<file path="src/rtl/chip8_reg_xfer_pkg.sv">
// Shared types and sizing constants for the CHIP-8 register bulk-transfer sequencer.
package chip8_pkg;

  localparam int CHIP8_ADDR_W = 12;
  localparam int CHIP8_DATA_W = 8;
  localparam int CHIP8_NREGS  = 16;

  typedef enum logic [1:0] {
    IDLE,
    STORE,
    LOAD,
    DONE
  } xfer_state_t;

endpackage

</file>
<file path="src/rtl/chip8_reg_xfer_if.sv">
// Decoder handshake, register-file port and RAM port of the FX55/FX65 sequencer.
// master = the sequencer; slave = decoder/register-file/RAM side.
interface chip8_reg_xfer_if #(
  parameter int ADDR_W = 12,
  parameter int DATA_W = 8
);

  logic              start;
  logic              dir;
  logic [3:0]        last_reg;
  logic [ADDR_W-1:0] base_addr;
  logic              busy;
  logic              done;
  logic [3:0]        rf_addr;
  logic [DATA_W-1:0] rf_rdata;
  logic [DATA_W-1:0] rf_wdata;
  logic              rf_wren;
  logic [ADDR_W-1:0] mem_addr;
  logic [DATA_W-1:0] mem_wdata;
  logic              mem_wren;
  logic              mem_rden;
  logic [DATA_W-1:0] mem_rdata;
  logic [ADDR_W-1:0] i_next;
  logic              i_wr;

  modport master (
    input  start, dir, last_reg, base_addr, rf_rdata, mem_rdata,
    output busy, done, rf_addr, rf_wdata, rf_wren,
           mem_addr, mem_wdata, mem_wren, mem_rden, i_next, i_wr
  );

  modport slave (
    output start, dir, last_reg, base_addr, rf_rdata, mem_rdata,
    input  busy, done, rf_addr, rf_wdata, rf_wren,
           mem_addr, mem_wdata, mem_wren, mem_rden, i_next, i_wr
  );

endinterface

</file>
<file path="src/rtl/chip8_reg_xfer.sv">
// FX55/FX65 sequencer: one register per cycle; store X+1 cycles, load X+2 (read then drain), then a done cycle.
// start is ignored while busy. Build option CHIP8_I_INCREMENT_EN writes I = base+X+1 in the done cycle.
module chip8_reg_xfer
  import chip8_pkg::*;
#(
  parameter int ADDR_W = CHIP8_ADDR_W,
  parameter int DATA_W = CHIP8_DATA_W
) (
  input  logic            clk,
  input  logic            rst,
  chip8_reg_xfer_if.master bus
);

  xfer_state_t       state_q, state_d;
  logic [4:0]        idx_q, idx_d;
  logic [3:0]        last_q, last_d;
  logic [ADDR_W-1:0] base_q, base_d;
  logic              wr_vld_q, wr_vld_d;
  logic [3:0]        widx_q, widx_d;

  logic [ADDR_W-1:0] addr_sum;
  logic              issue;
  logic [DATA_W-1:0] rd_dat;

  assign addr_sum = base_q + ADDR_W'(idx_q);
  // idx is one bit wider than a register index so X=15 can reach the drain test
  assign issue    = (idx_q <= {1'b0, last_q});
  assign rd_dat   = bus.mem_rdata;
  assign bus.busy = (state_q != IDLE);

`ifdef CHIP8_I_INCREMENT_EN
  assign bus.i_next = (state_q == DONE) ? (base_q + ADDR_W'(last_q) + ADDR_W'(1)) : '0;
`else
  assign bus.i_next = base_q;
`endif

  always_comb begin
    state_d       = state_q;
    idx_d         = idx_q;
    last_d        = last_q;
    base_d        = base_q;
    wr_vld_d      = 1'b0;
    widx_d        = widx_q;
    bus.done      = 1'b0;
    bus.rf_addr   = '0;
    bus.rf_wdata  = '0;
    bus.rf_wren   = 1'b0;
    bus.mem_addr  = '0;
    bus.mem_wdata = '0;
    bus.mem_wren  = 1'b0;
    bus.mem_rden  = 1'b0;
    bus.i_wr      = 1'b0;

    unique case (state_q)
      IDLE: begin
        if (bus.start) begin
          last_d  = bus.last_reg;
          base_d  = bus.base_addr;
          idx_d   = '0;
          state_d = bus.dir ? LOAD : STORE;
        end
      end

      STORE: begin
        bus.rf_addr   = idx_q[3:0];
        bus.mem_addr  = addr_sum;
        bus.mem_wdata = bus.rf_rdata;
        bus.mem_wren  = 1'b1;
        idx_d         = idx_q + 5'd1;
        if (idx_q == {1'b0, last_q}) begin
          state_d = DONE;
        end
      end

      LOAD: begin
        if (issue) begin
          bus.mem_rden = 1'b1;
          bus.mem_addr = addr_sum;
          idx_d        = idx_q + 5'd1;
          wr_vld_d     = 1'b1;
          widx_d       = idx_q[3:0];
        end else begin
          state_d = DONE;
        end
        // write stage consumes the read issued on the previous cycle
        if (wr_vld_q) begin
          bus.rf_wren  = 1'b1;
          bus.rf_addr  = widx_q;
          bus.rf_wdata = rd_dat;
        end
      end

      DONE: begin
        bus.done = 1'b1;
`ifdef CHIP8_I_INCREMENT_EN
        bus.i_wr = 1'b1;
`endif
        state_d  = IDLE;
      end

      default: state_d = IDLE;
    endcase
  end

  always_ff @(posedge clk) begin
    if (rst) begin
      state_q  <= IDLE;
      idx_q    <= '0;
      last_q   <= '0;
      base_q   <= '0;
      wr_vld_q <= 1'b0;
      widx_q   <= '0;
    end else begin
      state_q  <= state_d;
      idx_q    <= idx_d;
      last_q   <= last_d;
      base_q   <= base_d;
      wr_vld_q <= wr_vld_d;
      widx_q   <= widx_d;
    end
  end

endmodule

</file>
<file path="src/flat_wrapper.sv">
// flat-port wrapper written by rule: the top's interface ports become plain ports
module chip8_reg_xfer_flat import chip8_pkg::*;
#(
  parameter int ADDR_W = CHIP8_ADDR_W,
  parameter int DATA_W = CHIP8_DATA_W
)
  (clk, rst, bus_start, bus_dir, bus_last_reg, bus_base_addr, bus_rf_rdata, bus_mem_rdata, bus_busy, bus_done, bus_rf_addr, bus_rf_wdata, bus_rf_wren, bus_mem_addr, bus_mem_wdata, bus_mem_wren, bus_mem_rden, bus_i_next, bus_i_wr);
  chip8_reg_xfer_if #(.ADDR_W(ADDR_W), .DATA_W(DATA_W)) bus_i ();
  input  logic clk;
  input  logic rst;
  input wire logic [$bits(bus_i.start)-1:0] bus_start;
  input wire logic [$bits(bus_i.dir)-1:0] bus_dir;
  input wire logic [$bits(bus_i.last_reg)-1:0] bus_last_reg;
  input wire logic [$bits(bus_i.base_addr)-1:0] bus_base_addr;
  input wire logic [$bits(bus_i.rf_rdata)-1:0] bus_rf_rdata;
  input wire logic [$bits(bus_i.mem_rdata)-1:0] bus_mem_rdata;
  output wire logic [$bits(bus_i.busy)-1:0] bus_busy;
  output wire logic [$bits(bus_i.done)-1:0] bus_done;
  output wire logic [$bits(bus_i.rf_addr)-1:0] bus_rf_addr;
  output wire logic [$bits(bus_i.rf_wdata)-1:0] bus_rf_wdata;
  output wire logic [$bits(bus_i.rf_wren)-1:0] bus_rf_wren;
  output wire logic [$bits(bus_i.mem_addr)-1:0] bus_mem_addr;
  output wire logic [$bits(bus_i.mem_wdata)-1:0] bus_mem_wdata;
  output wire logic [$bits(bus_i.mem_wren)-1:0] bus_mem_wren;
  output wire logic [$bits(bus_i.mem_rden)-1:0] bus_mem_rden;
  output wire logic [$bits(bus_i.i_next)-1:0] bus_i_next;
  output wire logic [$bits(bus_i.i_wr)-1:0] bus_i_wr;
  assign bus_i.start = bus_start;
  assign bus_i.dir = bus_dir;
  assign bus_i.last_reg = bus_last_reg;
  assign bus_i.base_addr = bus_base_addr;
  assign bus_i.rf_rdata = bus_rf_rdata;
  assign bus_i.mem_rdata = bus_mem_rdata;
  assign bus_busy = bus_i.busy;
  assign bus_done = bus_i.done;
  assign bus_rf_addr = bus_i.rf_addr;
  assign bus_rf_wdata = bus_i.rf_wdata;
  assign bus_rf_wren = bus_i.rf_wren;
  assign bus_mem_addr = bus_i.mem_addr;
  assign bus_mem_wdata = bus_i.mem_wdata;
  assign bus_mem_wren = bus_i.mem_wren;
  assign bus_mem_rden = bus_i.mem_rden;
  assign bus_i_next = bus_i.i_next;
  assign bus_i_wr = bus_i.i_wr;
  chip8_reg_xfer #(.ADDR_W(ADDR_W), .DATA_W(DATA_W)) u_core (.clk(clk), .rst(rst), .bus(bus_i));
endmodule
</file>
<file path="config.mk">
export PLATFORM = sky130hd
export DESIGN_NAME = chip8_reg_xfer_flat
export DESIGN_NICKNAME = d
export VERILOG_FILES = /design/src/rtl/chip8_reg_xfer_pkg.sv /design/src/rtl/chip8_reg_xfer_if.sv /design/src/rtl/chip8_reg_xfer.sv /design/src/flat_wrapper.sv
export SDC_FILE = /design/constraint.sdc
export NUM_CORES = 1
export LEC_CHECK = 0
export CAP_MARGIN = 20
export CORE_MARGIN = 2
export CORE_UTILIZATION = 39
export CTS_CLUSTER_SIZE = 28
export DETAILED_ROUTE_END_ITERATION = 6
export MAX_ROUTING_LAYER = met4
export PLACE_DENSITY = 0.75
export SLEW_MARGIN = 20
export SYNTH_ARGS = -nofsm -noshare
export SYNTH_HDL_FRONTEND = slang
export SYNTH_SLANG_ARGS = --single-unit
</file>
<file path="constraint.sdc">
create_clock -name clk -period 2.2 [get_ports clk]
set_input_delay 0.44 -clock clk [delete_from_list [all_inputs] [get_ports clk]]
set_output_delay 0.44 -clock clk [all_outputs]
set_load 0.02 [all_outputs]
</file>
Word-level counts from Yosys, hierarchy flattened
Cells that the tools add are included.
{"block": "totals", "register_bits": 28, "inputBits": 36, "output_inout_bits": 50, "wordCells": 45}
{"block": "classes", "add_sub_neg": 2, "order_cmp": 1, "n_eq_ne": 8, "muxes": 21, "reduce_logical": 7}
{"op": "8-bit two-way mux", "count": 3}
{"op": "12-bit case mux with 2 select lines", "count": 1}
{"op": "5-bit case mux with 3 select lines", "count": 1}
{"op": "12-bit by 5-bit adder with 12-bit output", "count": 1}
{"op": "12-bit two-way mux", "count": 1}
{"op": "5-bit two-way mux", "count": 2}
{"op": "2-bit two-way mux", "count": 4}
{"op": "2-bit case mux with 4 select lines", "count": 1}
{"op": "4-bit case mux with 2 select lines", "count": 1}
{"op": "1-bit two-way mux", "count": 6}
{"op": "3-bit AND reduction", "count": 2}
{"op": "5-bit by 1-bit adder with 5-bit output, second input constant", "count": 1}
{"op": "5-bit by 4-bit equality test with 1-bit output", "count": 1}
{"op": "5-bit by 4-bit less-or-equal comparator with 1-bit output", "count": 1}
{"op": "2-bit equality test, second input constant", "count": 2}
{"op": "4-bit two-way mux", "count": 1}
{"op": "2-bit by 1-bit inequality test with 1-bit output, second input constant", "count": 2}
{"op": "2-bit inequality test, second input constant", "count": 2}
{"op": "2-bit AND reduction", "count": 2}
{"op": "3-bit nonzero test", "count": 1}
{"op": "2-bit by 1-bit equality test with 1-bit output, second input constant", "count": 1}
{"op": "2-bit zero test", "count": 1}
{"op": "2-bit nonzero test", "count": 1}

Logic depth before layout (Yosys ltp)
Gate-level depths: netlist (run 1).
{"block": "depth", "ltp_word": 3, "depth_mapped": 7, "ltp_nobuf": 6}

Worst setup path after synthesis (run 1)
No wires, ideal clock.
{"block": "synth_timing", "path_kind": "register -> output", "from": "register u_core.base_q[0], in the netlist u_core.bus.i_next[0]", "to": "output bus_mem_addr[8]", "arrival_time_ns": 2.041, "required_ns": 1.760, "setup_slack_ns": -0.281, "stages_incl_launch_ff": 7, "n_path_buf": 0, "path_cell_list": "dfxtp_1 ha_1 fa_1 a211o_1 a21oi_1 o21ai_0 a21oi_1"}
{"block": "synth_via", "elab_chain_cells": 3}
{"element": "start: declaration", "line": "chip8_reg_xfer.sv:17", "source": "logic [ADDR_W-1:0] base_q, base_d;"}
{"element": "start signal: assignment", "line": "chip8_reg_xfer.sv:117", "source": "base_q <= base_d;"}
{"element": "12-bit by 5-bit adder with 12-bit output (*)", "line": "chip8_reg_xfer.sv:25", "source": "assign addr_sum = base_q + ADDR_W'(idx_q);"}
{"element": "12-bit two-way mux", "line": "chip8_reg_xfer.sv:76", "source": "if (issue) begin"}
{"element": "12-bit case mux with 2 select lines (*)", "line": "chip8_reg_xfer.sv:54", "source": "unique case (state_q)"}
{"element": "end: declaration", "line": "flat_wrapper.sv:22", "source": "output wire logic [$bits(bus_i.mem_addr)-1:0] bus_mem_addr;"}
Mark *: on every way between the ends. The rest lies on a longest branch, timed or not.

Worst setup path after layout (run 1)
{"block": "layout_timing", "from": "register u_core.idx_q[0]", "to": "output bus_mem_addr[6]"}
{"block": "layout_via", "elab_chain_cells": 3, "elab_cells_between_ends": 4, "cone_classes": "add/sub: 1; order compare: 1; mux: 2"}
{"element": "start: declaration", "line": "chip8_reg_xfer.sv:15", "source": "logic [4:0] idx_q, idx_d;"}
{"element": "start signal: assignment", "line": "chip8_reg_xfer.sv:115", "source": "idx_q <= idx_d;"}
{"element": "12-bit by 5-bit adder with 12-bit output / 5-bit by 4-bit less-or-equal comparator with 1-bit output (equally long branches)", "line": "chip8_reg_xfer.sv:25, chip8_reg_xfer.sv:27"}
{"element": "12-bit two-way mux", "line": "chip8_reg_xfer.sv:76"}
{"element": "12-bit case mux with 2 select lines (*)", "line": "chip8_reg_xfer.sv:54"}
Marked as above.

==> metrics.md, run 1 <==
| Metric | Value |
|---|---|
| LEAKAGE | `1.633 nW` |
| Die Y | `roughly 76 microns` |
| Syn Nets | `317` |
| CTS Root Cell | `clkbuf_8` |
| Setup Skew | `7.136 ps` |
| Clk slew on worst S/H paths | `roughly 100 ps` |
| Drt drc | `0` |
| Final clock period utilization by the worst path | `116.1%` |
| CTS tree | `built` |
| Slew headroom | `a little under three fifths` |
| Final WS setup | `-354.8 ps` |
| Clock sink total | `28` |
| Buf+Inv Stages, Crit Path | `1` |
| Input/output buffers | `84` |
| Register Area | `~590 sq um` |
| Maximum clock insertion buffer count | `2` |
| Failing checks | `negative setup slack` |
| # rows | `26` |
| Multi-input combinational cell area | `approximately 1600 sq um` |
| Unrepaired setup endpoints after global routing | `yes` |
| Max-capacitance violation count | `0` |
| Slew @ Worst Pin | `around 660 ps` |
| Dominant synthesized flop cell | `dfxtp_1` |
| Number of synthesized flops with an enable pin | `0` |
| CTS buffer count | `3` |
| Core Region | `approximately 5100 sq um` |
| Total power draw | `0.003193 W` |
| Synthesized area | `roughly 2000 sq um` |
| Crit path max fanout | `6` |
| Delay-heaviest family, CP | `compound AO/OA/AOI/OAI gates` |
| Die X | `76.09 microns` |
| Outcome | `finished with violations` |
| Hold Crit Class | `register to register` |
| Cell count after synthesis | `265` |
| Worst vdd ir | `approximately 0.67 mV` |
| Post-synth ARST share | `0%` |
| First-pass GRT wire length | `11870 microns` |
| Final setup fails | `13` |
| Total track usage | `~25%` |
| Synthesis-stage register bit count | `28` |
| HPWL after DPL | `approximately 5400 microns` |
| Remaining antenna violation count | `0` |
| Mean Syn Cell Area | `about 7.6 sq um` |
| Crit-path slowest cell | `dfxtp_4` |
| Ys Warns | `0` |
| Fin crit period | `2555 ps` |
| Final Hold Fails | `0` |
| Max-slew violations | `0` |
| Final wirelength | `~7400 microns` |
| Post-route design area | `between 3000 and 4000 sq um` |
| GPL Wtd Cong | `roughly 0.91` |
| Crit Path Class | `register to output pin` |
| Top Ports | `86` |
| Dominant cell type by area after synthesis | `dfxtp_1` |
| H-tree Lvls | `1` |
| Clock Latency Late Sink | `about 280 ps` |
| Share of Yosys cell area claimed by the top area cell type | `between 20% and 30%` |
| CP max stage delay | `370 ps` |
| Initial antenna violation count | `0` |
| Most common cell in the netlist | `nand2_1` |
| CP endpoint kind | `output pin` |
| Synth top cells by count | `nand2_1 (41), a21oi_1 (30), dfxtp_1 (28), inv_1 (16), ha_1 (15)` |
| Initial DRC Count | `160` |
| Grt total ovfl | `0` |
| Via count | `approximately 2500` |
| Quantity of hold-fixing buffers added after cts | `0` |
| CP Data Required Time | `1760 ps` |
| Final nets | `about 460` |
| DRT Pass-1 Iters | `4` |
| Placed inst area | `3461 sq um` |
| Largest net degree at the start of global routing | `17` |
| CP cell instances | `ha_4, fa_2, a211o_1, a21oi_4, o21ai_2, a21oi_2, buf_4` |
| Largest cells by area after synthesis | `dfxtp_1 (28%), ha_1 (9.3%), nand2_1 (7.6%), a21oi_1 (7.4%), and3_1 (3.1%)` |
| DIE AREA | `roughly 5800 sq um` |
| Worst Path Arrival | `roughly 2100 ps` |
| Number of diodes | `0` |
| Initial cell density of the core | `39.94%` |
| Via density | `5.293` |
| Highest clock rate | `around 0.39 GHz` |
| Vias in the first global route | `approximately 2500` |
| Share of post-route cells with drive strength above 1 | `a little under two fifths` |
| # fillers | `389` |
| Power density cells | `approximately 840 nW/um^2` |
| Post-synth cell types | `53` |
| Startpoint types | `register` |
| Post-synthesis sequential area ratio | `between 20 and 30%` |
| WL per Instance | `approximately 15 microns` |
| Area Growth Syn to Fin | `86.73%` |
## state kept, by name (all words and copies together) (netlist names)
name and count:
u_core.wr_vld_q 1, u_core.bus.i_next 12, u_core.last_q 4, u_core.state_q 2, u_core.widx_q 4, u_core.idx_q 5
## final cells by class
cell class                      instances  area share (%)
Sequential cell                        28           15.50
Clock inverter                          1          0.7934
Clock buffer                            3           1.091
Inverter                               16           1.587
Timing Repair Buffer                  155           35.74
Tap cell                               70           2.314
Multi-Input combinational cell        208           42.98
## placed cells by master, fill, tap and decap left out, types with 9 or more instances in the layout
cell | netlist | final
dfxtp_1 | 28 | 17
inv_1 | 16 | 13
nand2_1 | 41 | 41
clkdlybuf4s50_1 | 0 | 48
nand3_1 | 12 | 12
buf_4 | 1 | 71
buf_6 | 1 | 11
a21oi_1 | 30 | 25
ha_4 | 0 | 9
dlygate4sd2_1 | 0 | 16
## worst register-to-register path: cells and delay by family (launching register included)
kind,cells,cell delay [ps]
flip-flops,1,390
AND/OR/NAND/NOR,1,190
adder cells (fa/ha/maj),1,260
AO/OA/AOI/OAI,3,580
buffers and inverters,4,540
## timing repair
action | in CTS | in global routing
setup buffers | 3 | 5
gates cloned | 0 | 0
resized for setup | 156 | 9
setup endpoints to repair | 36 | 19
pin swaps | 15 | 7
## worst paths after layout
kind,from,endpoint,slack [ps],depth (start not counted)
max,u_core.idx_q[0],bus_mem_addr[6],-350,7
min,u_core.last_q[2],u_core.last_q[2],470,2
max reg2reg,u_core.idx_q[2],u_core.idx_q[0],130,9
min reg2reg,u_core.last_q[2],u_core.last_q[2],470,2
## cells by family after synthesis
family / count (synthesis) / synth area share [%]
other: 1 / 0.1850
multiplexers: 3 / 1.482
flip-flops: 28 / 27.65
XOR/XNOR: 1 / 0.4322
buffers and inverters: 29 / 6.050
AND/OR/NAND/NOR: 105 / 27.16
adder cells (fa/ha/maj): 16 / 10.25
AO/OA/AOI/OAI: 82 / 26.79
## report_power, final
group | leakage, nW | internal, W | total, W | switching [W]
sequential | 0.235 | 0.000604 | 0.000700 | 0.0000951
clock | 0.0357 | 0.000244 | 0.000415 | 0.000171
combinational | 1.36 | 0.00105 | 0.00208 | 0.00103
## stage by stage
stage               hold slack (ps)  setup WS (ps)  setup TNS (ps)  utilization [%]  std cells
floorplan                     436.3         -74.31          -132.9                -        265
global placement              446.3         -500.1           -5955            68.20        469
detailed placement            454.6         -558.5           -6433            68.20        469
CTS                           466.2         -325.8           -3144            73.37        476
global route                  472.6         -413.5           -4196            74.58        481
finish                        475.0         -354.8           -3325            74.58        481
## layer usage
layer  vias up  part of all wire, %  global-route usage, %
li1       1254                    -                      -
met1      1218                   44                  32.07
met5         -                    0                      -
met3         8                  3.6                  3.081
met4         0                 0.92                  4.182
met2        66                   51                  43.75
No activity file was read; power rests on OpenSTA's default activity.
==> run 2: changes to the inputs <==
--- a/config.mk
+++ b/config.mk
@@ -6,7 +6,7 @@
 export NUM_CORES = 1
 export LEC_CHECK = 0
 export CAP_MARGIN = 20
-export CORE_MARGIN = 2
+export CORE_MARGIN = 1
 export CORE_UTILIZATION = 39
 export CTS_CLUSTER_SIZE = 28
 export DETAILED_ROUTE_END_ITERATION = 6
==> run 2 against run 1 <==
The flow still finishes with violations (negative setup slack). Via count up 1.3%. Clock-buffer cell count unchanged. Sequential power fell by 0.9%. Critical path depth did not move. Flip-flop and latch count unchanged. First-iteration DRC count up 16%. Clock skew fell by 1.1 ps. Critical endpoint is now bus_mem_addr[10]. Cell count is 3.3% lower. Wire length rose by 2.7%. Clock power decreased by 34%. Worst hold slack got worse by 11 ps. Core utilization up 1.1 points. Largest cell class unchanged.
==> metrics.md, run 2 (synthesis gave the netlist of run 1 again) <==
| Metric | Value |
|---|---|
| Number of diodes | `0 (unchanged)` |
| Input/output buffers | `84 (unchanged)` |
| Reg2Reg Setup Slack | `160 ps (+30 ps)` |
| Layout Cells excl Fill | `465 (-3.3%)` |
| Most common cell after layout, fill and taps aside | `buf_4` |
| CP Data Required Time | `1760 ps (about the same)` |
| Crit Path Class | `register to output pin` |
| Failing checks | `negative setup slack` |
| Maximum clock insertion buffer count | `2 (unchanged)` |
| Unrepaired setup endpoints after global routing | `yes` |
| Post-route design area | `3669 sq um (-3.1%)` |
| Total power draw | `0.003028 W (-5.2%)` |
| H-tree Lvls | `1 (unchanged)` |
| GPL Wtd Cong | `0.9580 (+4.8%)` |
| Hold depth | `2 (unchanged)` |
| Via density | `5.548 (+4.8%)` |
| Initial DRC Count | `186 (+16%)` |
| Power density cells | `825.4 nW/um^2 (-2.2%)` |
| CP endpoint kind | `output pin` |
| CTS tree | `built` |
| WHS Endpoint | `u_core.last_q[3]` |
| Hold Crit Class | `register to register` |
| Grt total ovfl | `0 (unchanged)` |
| Final setup fails | `12 (-1)` |
| Largest net degree at the start of global routing | `17 (unchanged)` |
| WL per Instance | `16.37 microns (+6.3%)` |
| Final WS setup | `-360.8 ps (-5.980 ps)` |
| Final clock period utilization by the worst path | `116.4% (+0.27 points)` |
| Share of post-route cells with drive strength above 1 | `34.92% (-2.3 points)` |
| Setup slack at placement | `-606.3 ps (-47.77 ps)` |
| Setup Skew | `6.085 ps (-1.051 ps)` |
| Vias in the first global route | `2353 (-5.8%)` |
| Die X | `74.09 microns (-2.6%)` |
| Slew @ Worst Pin | `598.1 ps (-58.02 ps)` |
| CTS Root Cell | `clkbuf_8` |
| Placed inst area | `3374 sq um (-2.5%)` |
| # rows | `25 (-3.8%)` |
| Quantity of hold-fixing buffers added after cts | `0 (unchanged)` |
| Largest register FFs | `12 (unchanged)` |
| Clock Latency Late Sink | `270 ps (about the same)` |
| CTS buffer count | `3 (unchanged)` |
| HPWL after DPL | `5293 microns (-1.8%)` |
| Reg-to-reg startpoint | `u_core.idx_q[0]` |
| Top Ports | `86 (unchanged)` |
| Core Region | `4848 sq um (-4.5%)` |
| DRT Pass-1 Iters | `4 (unchanged)` |
| Initial cell density of the core | `41.81% (+1.9 points)` |
| Final wirelength | `7611 microns (+2.7%)` |
| Highest clock rate | `0.3905 GHz (-0.23%)` |
| Total track usage | `27.38% (+2.2 points)` |
| Fin crit period | `2561 ps (+5.980 ps)` |
| Area Growth Syn to Fin | `80.99%` |
| RR Endpoint | `u_core.idx_q[1]` |
| Max-slew violations | `0 (unchanged)` |
| Remaining antenna violation count | `0 (unchanged)` |
| Startpoint types | `register` |
| Die Y | `74.09 microns (-2.6%)` |
| Worst Path Arrival | `2120 ps (about the same)` |
| Final Hold Fails | `0 (unchanged)` |
| Via count | `2580 (+1.3%)` |
| DIE AREA | `5489 sq um (-5.2%)` |
| Most frequent cells in the layout | `buf_4 (60), clkdlybuf4s50_1 (49), nand2_1 (41)` |
| Max-capacitance violation count | `0 (unchanged)` |
| Hold wc startpoint | `u_core.last_q[3]` |
| R2r worst-path depth | `9 (unchanged)` |
| LEAKAGE | `1.579 nW (-3.3%)` |
| Final core utilization | `75.66% (+1.1 points)` |
| Drt drc | `0 (unchanged)` |
| Placed cells | `455 (-3.0%)` |
| Crit path max fanout | `6 (unchanged)` |
| First-pass GRT wire length | `11330 microns (-4.5%)` |
| Clock sink total | `28 (unchanged)` |
| Slew headroom | `60.03% (+3.9 points)` |
| Clk slew on worst S/H paths | `90 ps (about the same)` |
| Worst vdd ir | `0.7105 mV (+5.4%)` |
| Initial antenna violation count | `0 (unchanged)` |
| Outcome | `finished with violations` |
| Final nets | `452 (-2.6%)` |
[run 2: cell count changes in the layout (fill, tap and decap cells not counted), sizes merged]
cell,change
dlygate4sd2,+1
clkbuf,+3
clkdlybuf4s15,-3
clkdlybuf4s50,+1
buf,-15
bufinv,-1
dlymetal6s2s,+1
[run 2: through the flow]
stage / setup TNS, ps / hold slack (ps)
final: -3480 / 464.3
after CTS: -3641 / 464.7
after floorplan: -132.9 / 436.3
after global placement: -6059 / 441.0
after global routing: -4151 / 491.4
after detailed placement: -7006 / 451.8
[run 2: timing repair]
item                                    CTS  global route
pin swaps                                 7             8
buffers inserted                          2             5
endpoints found under the setup margin   34            22
resized for setup                       113            47
[run 2: report_power, final]
| group | internal [W] | switching [W] |
|---|---|---|
| Sequential | 0.000603 | 0.0000909 |
| Combinational | 0.00103 | 0.00104 |
| Clock | 0.000123 | 0.000149 |
| Total | 0.00175 | 0.00128 |
[run 2: worst max path at each step]
stage,to,from,slack [ps],cells after the start
after global placement,bus_mem_addr[7],u_core.idx_q[2],-510,6
after CTS,bus_mem_addr[7],u_core.bus.i_next[1],-340,6
final,bus_mem_addr[10],u_core.idx_q[1],-360,7
after floorplan,bus_mem_addr[4],u_core.idx_q[2],-70,5
after global routing,bus_mem_addr[10],u_core.idx_q[1],-410,7
after detailed placement,bus_mem_addr[4],u_core.idx_q[2],-610,7
[run 2: area by class of cell]
cell class                 count  area (sq um)
timing repair buffer         143          1266
inverter                      16         62.56
sequential                    28         585.6
multi-input combinational    208          1629
clock buffer                   3         41.29
fill                         358          1180
tap                           67         83.83
[run 2: metal layers]
| metal | up-vias | part of all wire [%] | GRT usage, % |
|---|---|---|---|
| li1 | 1233 | - | - |
| met1 | 1230 | 41 | 35.84 |
| met2 | 103 | 51 | 46.87 |
| met3 | 14 | 6.4 | 2.846 |
| met4 | 0 | 1.4 | 2.991 |
| met5 | - | 0 | - |
[run 2: worst max-delay path: stages, from the launching register on]
cell and delay [ps]:
dfxtp_4 390, buf_4 160, fa_2 360, a211o_1 330, a21oi_4 240, o21ai_2 100
a21oi_4 150, buf_6 120
==> run 3: changes to the inputs <==
--- a/config.mk
+++ b/config.mk
@@ -7,11 +7,12 @@
 export LEC_CHECK = 0
 export CAP_MARGIN = 20
 export CORE_MARGIN = 1
-export CORE_UTILIZATION = 39
+export CORE_UTILIZATION = 43
 export CTS_CLUSTER_SIZE = 28
 export DETAILED_ROUTE_END_ITERATION = 6
 export MAX_ROUTING_LAYER = met4
-export PLACE_DENSITY = 0.75
+export PLACE_DENSITY = 0.79
+export SETUP_SLACK_MARGIN = 0.4
 export SLEW_MARGIN = 20
 export SYNTH_ARGS = -nofsm -noshare
 export SYNTH_HDL_FRONTEND = slang
==> constraint.sdc (replaced) <==
create_clock -name clk -period 2.8 [get_ports clk]
set_input_delay 0.56 -clock clk [delete_from_list [all_inputs] [get_ports clk]]
set_output_delay 0.56 -clock clk [all_outputs]
set_load 0.02 [all_outputs]
==> run 3 against run 2 <==
The run ends with design-rule violations left. Cell count fell by 4.5%. Wire length rose by 0.83%. First-iteration DRC count fell by 12%. Critical path depth did not move. Register-to-register slack improved by 340 ps. Sequential power fell by 20%. Worst hold slack improved by 9.2 ps. Worst setup slack improved by 440 ps. Non-clock buffer count fell by 7. Clock power fell by 7%. Global-route usage rose by 2.2 points. Sequential share of layout area rose by 0.25 points.
==> metrics.md, run 3 (synthesis gave the netlist of run 1 again) <==
| Metric | Value |
|---|---|
| Hold WS | `473.5 ps (+9.238 ps)` |
| Final nets | `445 (-1.5%)` |
| GR peak layer | `met2` |
| Startpoint types | `register` |
| Grt total ovfl | `0 (unchanged)` |
| Crit-path slowest cell | `dfxtp_4` |
| Placed cells | `427 (-6.2%)` |
| Setup Skew | `7.593 ps (+1.508 ps)` |
| DRT Pass-1 Iters | `6 (+2)` |
| GPL Wtd Cong | `0.8683 (-9.4%)` |
| LEAKAGE | `1.549 nW (-1.9%)` |
| Initial cell density of the core | `45.61% (+3.8 points)` |
| Routing usage on met3 | `2.991% (+0.15 points)` |
| Sw Share | `42.71% (+0.59 points)` |
| Final wirelength | `7674 microns (+0.83%)` |
| Slew headroom | `62.29% (+2.3 points)` |
| Int Power | `0.001373 W (-22%)` |
| Quantity of hold-fixing buffers added after cts | `0 (unchanged)` |
| Buf+Inv Stages, Crit Path | `1 (-1)` |
| Share of post-route cells with drive strength above 1 | `33.42% (-1.5 points)` |
| Top Ports | `86 (unchanged)` |
| Maximum clock insertion buffer count | `2 (unchanged)` |
| CP max stage delay | `370 ps (-20 ps)` |
| Input/output buffers | `84 (unchanged)` |
| Unrepaired setup endpoints after global routing | `yes` |
| Hold wc startpoint | `u_core.widx_q[3]` |
| Via count | `2565 (-0.58%)` |
| Most frequent cells in the layout | `buf_4 (51), clkdlybuf4s50_1 (49), nand2_1 (40)` |
| Comb pwr share | `66.1% (-2.0 points)` |
| Final clock period utilization by the worst path | `~97%` |
| Reg-to-reg startpoint | `u_core.idx_q[2]` |
| Final Hold Fails | `0 (unchanged)` |
| # fillers | `284 (-21%)` |
| Power density cells | `666.4 nW/um^2 (-19%)` |
| GR Util met1 | `36.67% (+0.83 points)` |
| Vias in the first global route | `2417 (+2.7%)` |
| Max-slew violations | `0 (unchanged)` |
| Worst vdd ir | `0.6187 mV (-13%)` |
| Slew @ Worst Pin | `564.2 ps (-33.84 ps)` |
| # rows | `24 (-4.0%)` |
| Clk slew on worst S/H paths | `100 ps (about the same)` |
| Initial DRC Count | `164 (-12%)` |
| Most common cell after layout, fill and taps aside | `buf_4` |
| Worst Path Arrival | `2160 ps (+40 ps)` |
| Via density | `5.777 (+4.1%)` |
| Clock sink total | `28 (unchanged)` |
| P_sw | `0.001023 W (-20%)` |
| Die X | `70.66 microns (-4.6%)` |
| WL per Instance | `17.28 microns (+5.6%)` |
| DIE AREA | `4992 sq um (-9.1%)` |
| HPWL after DPL | `5093 microns (-3.8%)` |
| Number of diodes | `0 (unchanged)` |
| Largest net degree at the start of global routing | `17 (unchanged)` |
| Total negative setup slack | `0 ps (+3480 ps)` |
| Highest clock rate | `0.3671 GHz` |
| Area Growth Syn to Fin | `77.41%` |
| Sequential share of power | `23.3% (+0.4 points)` |
| Clock share of power | `10.6% (+1.6 points)` |
| Initial antenna violation count | `0 (unchanged)` |
| Crit Path Class | `register to output pin` |
| Largest register FFs | `12 (unchanged)` |
| H-tree Lvls | `1 (unchanged)` |
| Met2 Resource Use GR | `52.54% (+5.7 points)` |
| Final setup fails | `0 (-12)` |
| Fin crit period | `approximately 2700 ps` |
| Max-capacitance violation count | `0 (unchanged)` |
| CTS tree | `built` |
| Delay-heaviest family, CP | `compound AO/OA/AOI/OAI gates` |
| CP cell instances | `ha_4, fa_2, a211o_1, a21oi_4, o21ai_1, a21oi_2, buf_4` |
| Hold Crit Class | `register to register` |
| First-pass GRT wire length | `11600 microns (+2.4%)` |
| CTS Root Cell | `clkbuf_8` |
| Total track usage | `29.57% (+2.2 points)` |
| Clock Latency Late Sink | `280 ps (about the same)` |
| Core Region | `4444 sq um (-8.3%)` |
| Die Y | `70.66 microns (-4.6%)` |
| Critical Path Source | `u_core.idx_q[0]` |
| Outcome | `finished with violations` |
| Remaining antenna violation count | `0 (unchanged)` |
| CP Data Required Time | `2240 ps (+480 ps)` |
| Crit path max fanout | `6 (unchanged)` |
| Layout Cells excl Fill | `444 (-4.5%)` |
| Drt drc | `12 (+12)` |
| CP endpoint kind | `output pin` |
| CTS buffer count | `3 (unchanged)` |
| Failing checks | `design-rule violations` |
==> run 3: through the flow <==
stage / worst slack [ps] / util, % / instance area [sq um] / power, W
5_1_grt: 22.69 / 80.91 / 3596 / 0.002522
6_report: 75.72 / 80.91 / 3596 / 0.002396
3_5_place_dp: -86.88 / 72.83 / 3237 / 0.001840
3_3_place_gp: -18.56 / 72.83 / 3237 / 0.001808
4_1_cts: 152.9 / 76.66 / 3407 / 0.002173
2_1_floorplan: 399.9 / - / 2088 / 0.001270
==> run 3: repair_timing <==
action / 4_1_cts / 5_1_grt
buffers inserted: 6 / 7
pin swaps: 6 / 17
setup endpoints to repair: 34 / 18
gates cloned: 0 / 0
resized for setup: 119 / 43
==> run 3: final timing paths <==
check                                        end  slack (ps)  cells past startpoint
worst min-delay path            u_core.widx_q[3]         470                      2
worst max-delay path             bus_mem_addr[6]          80                      7
worst min register to register  u_core.widx_q[3]         470                      2
worst max register to register   u_core.idx_q[2]         500                     10
==> run 3: worst register-to-register path, stage by stage, from the launching register on <==
cell      delay [ps]
dfxtp_4          380
ha_4             300
nand4b_1         130
buf_4            170
buf_6            110
buf_6            100
buf_6            110
buf_4            130
o211a_1          150
o21ai_0          430
o32ai_1          160
==> run 3: routing by layer <==
| metal | up-vias | routed length (microns) |
|---|---|---|
| li1 | 1212 | - |
| met1 | 1236 | 3186 |
| met2 | 99 | 3889 |
| met3 | 18 | 442 |
| met5 | - | 0 |
| met4 | 0 | 156 |
==> run 3: power groups by stage <==
stage | clock network [W] | registers, W | logic (W)
after floorplan | 0 | 0.000577 | 0.000693
after global placement | 0 | 0.000532 | 0.00128
after detailed placement | 0 | 0.000539 | 0.00130
after CTS | 0.000248 | 0.000547 | 0.00138
after global routing | 0.000273 | 0.000562 | 0.00169
final | 0.000254 | 0.000557 | 0.00158
==> run 3: cell type report <==
class,count,area (sq um),area share (%)
clock buffers,4,55.05,1.531
inverters,16,60.06,1.670
multi-input cells,208,1605,44.64
flip-flops and latches,28,583.1,16.21
well taps,52,65.06,1.809
repair buffers,136,1227,34.13
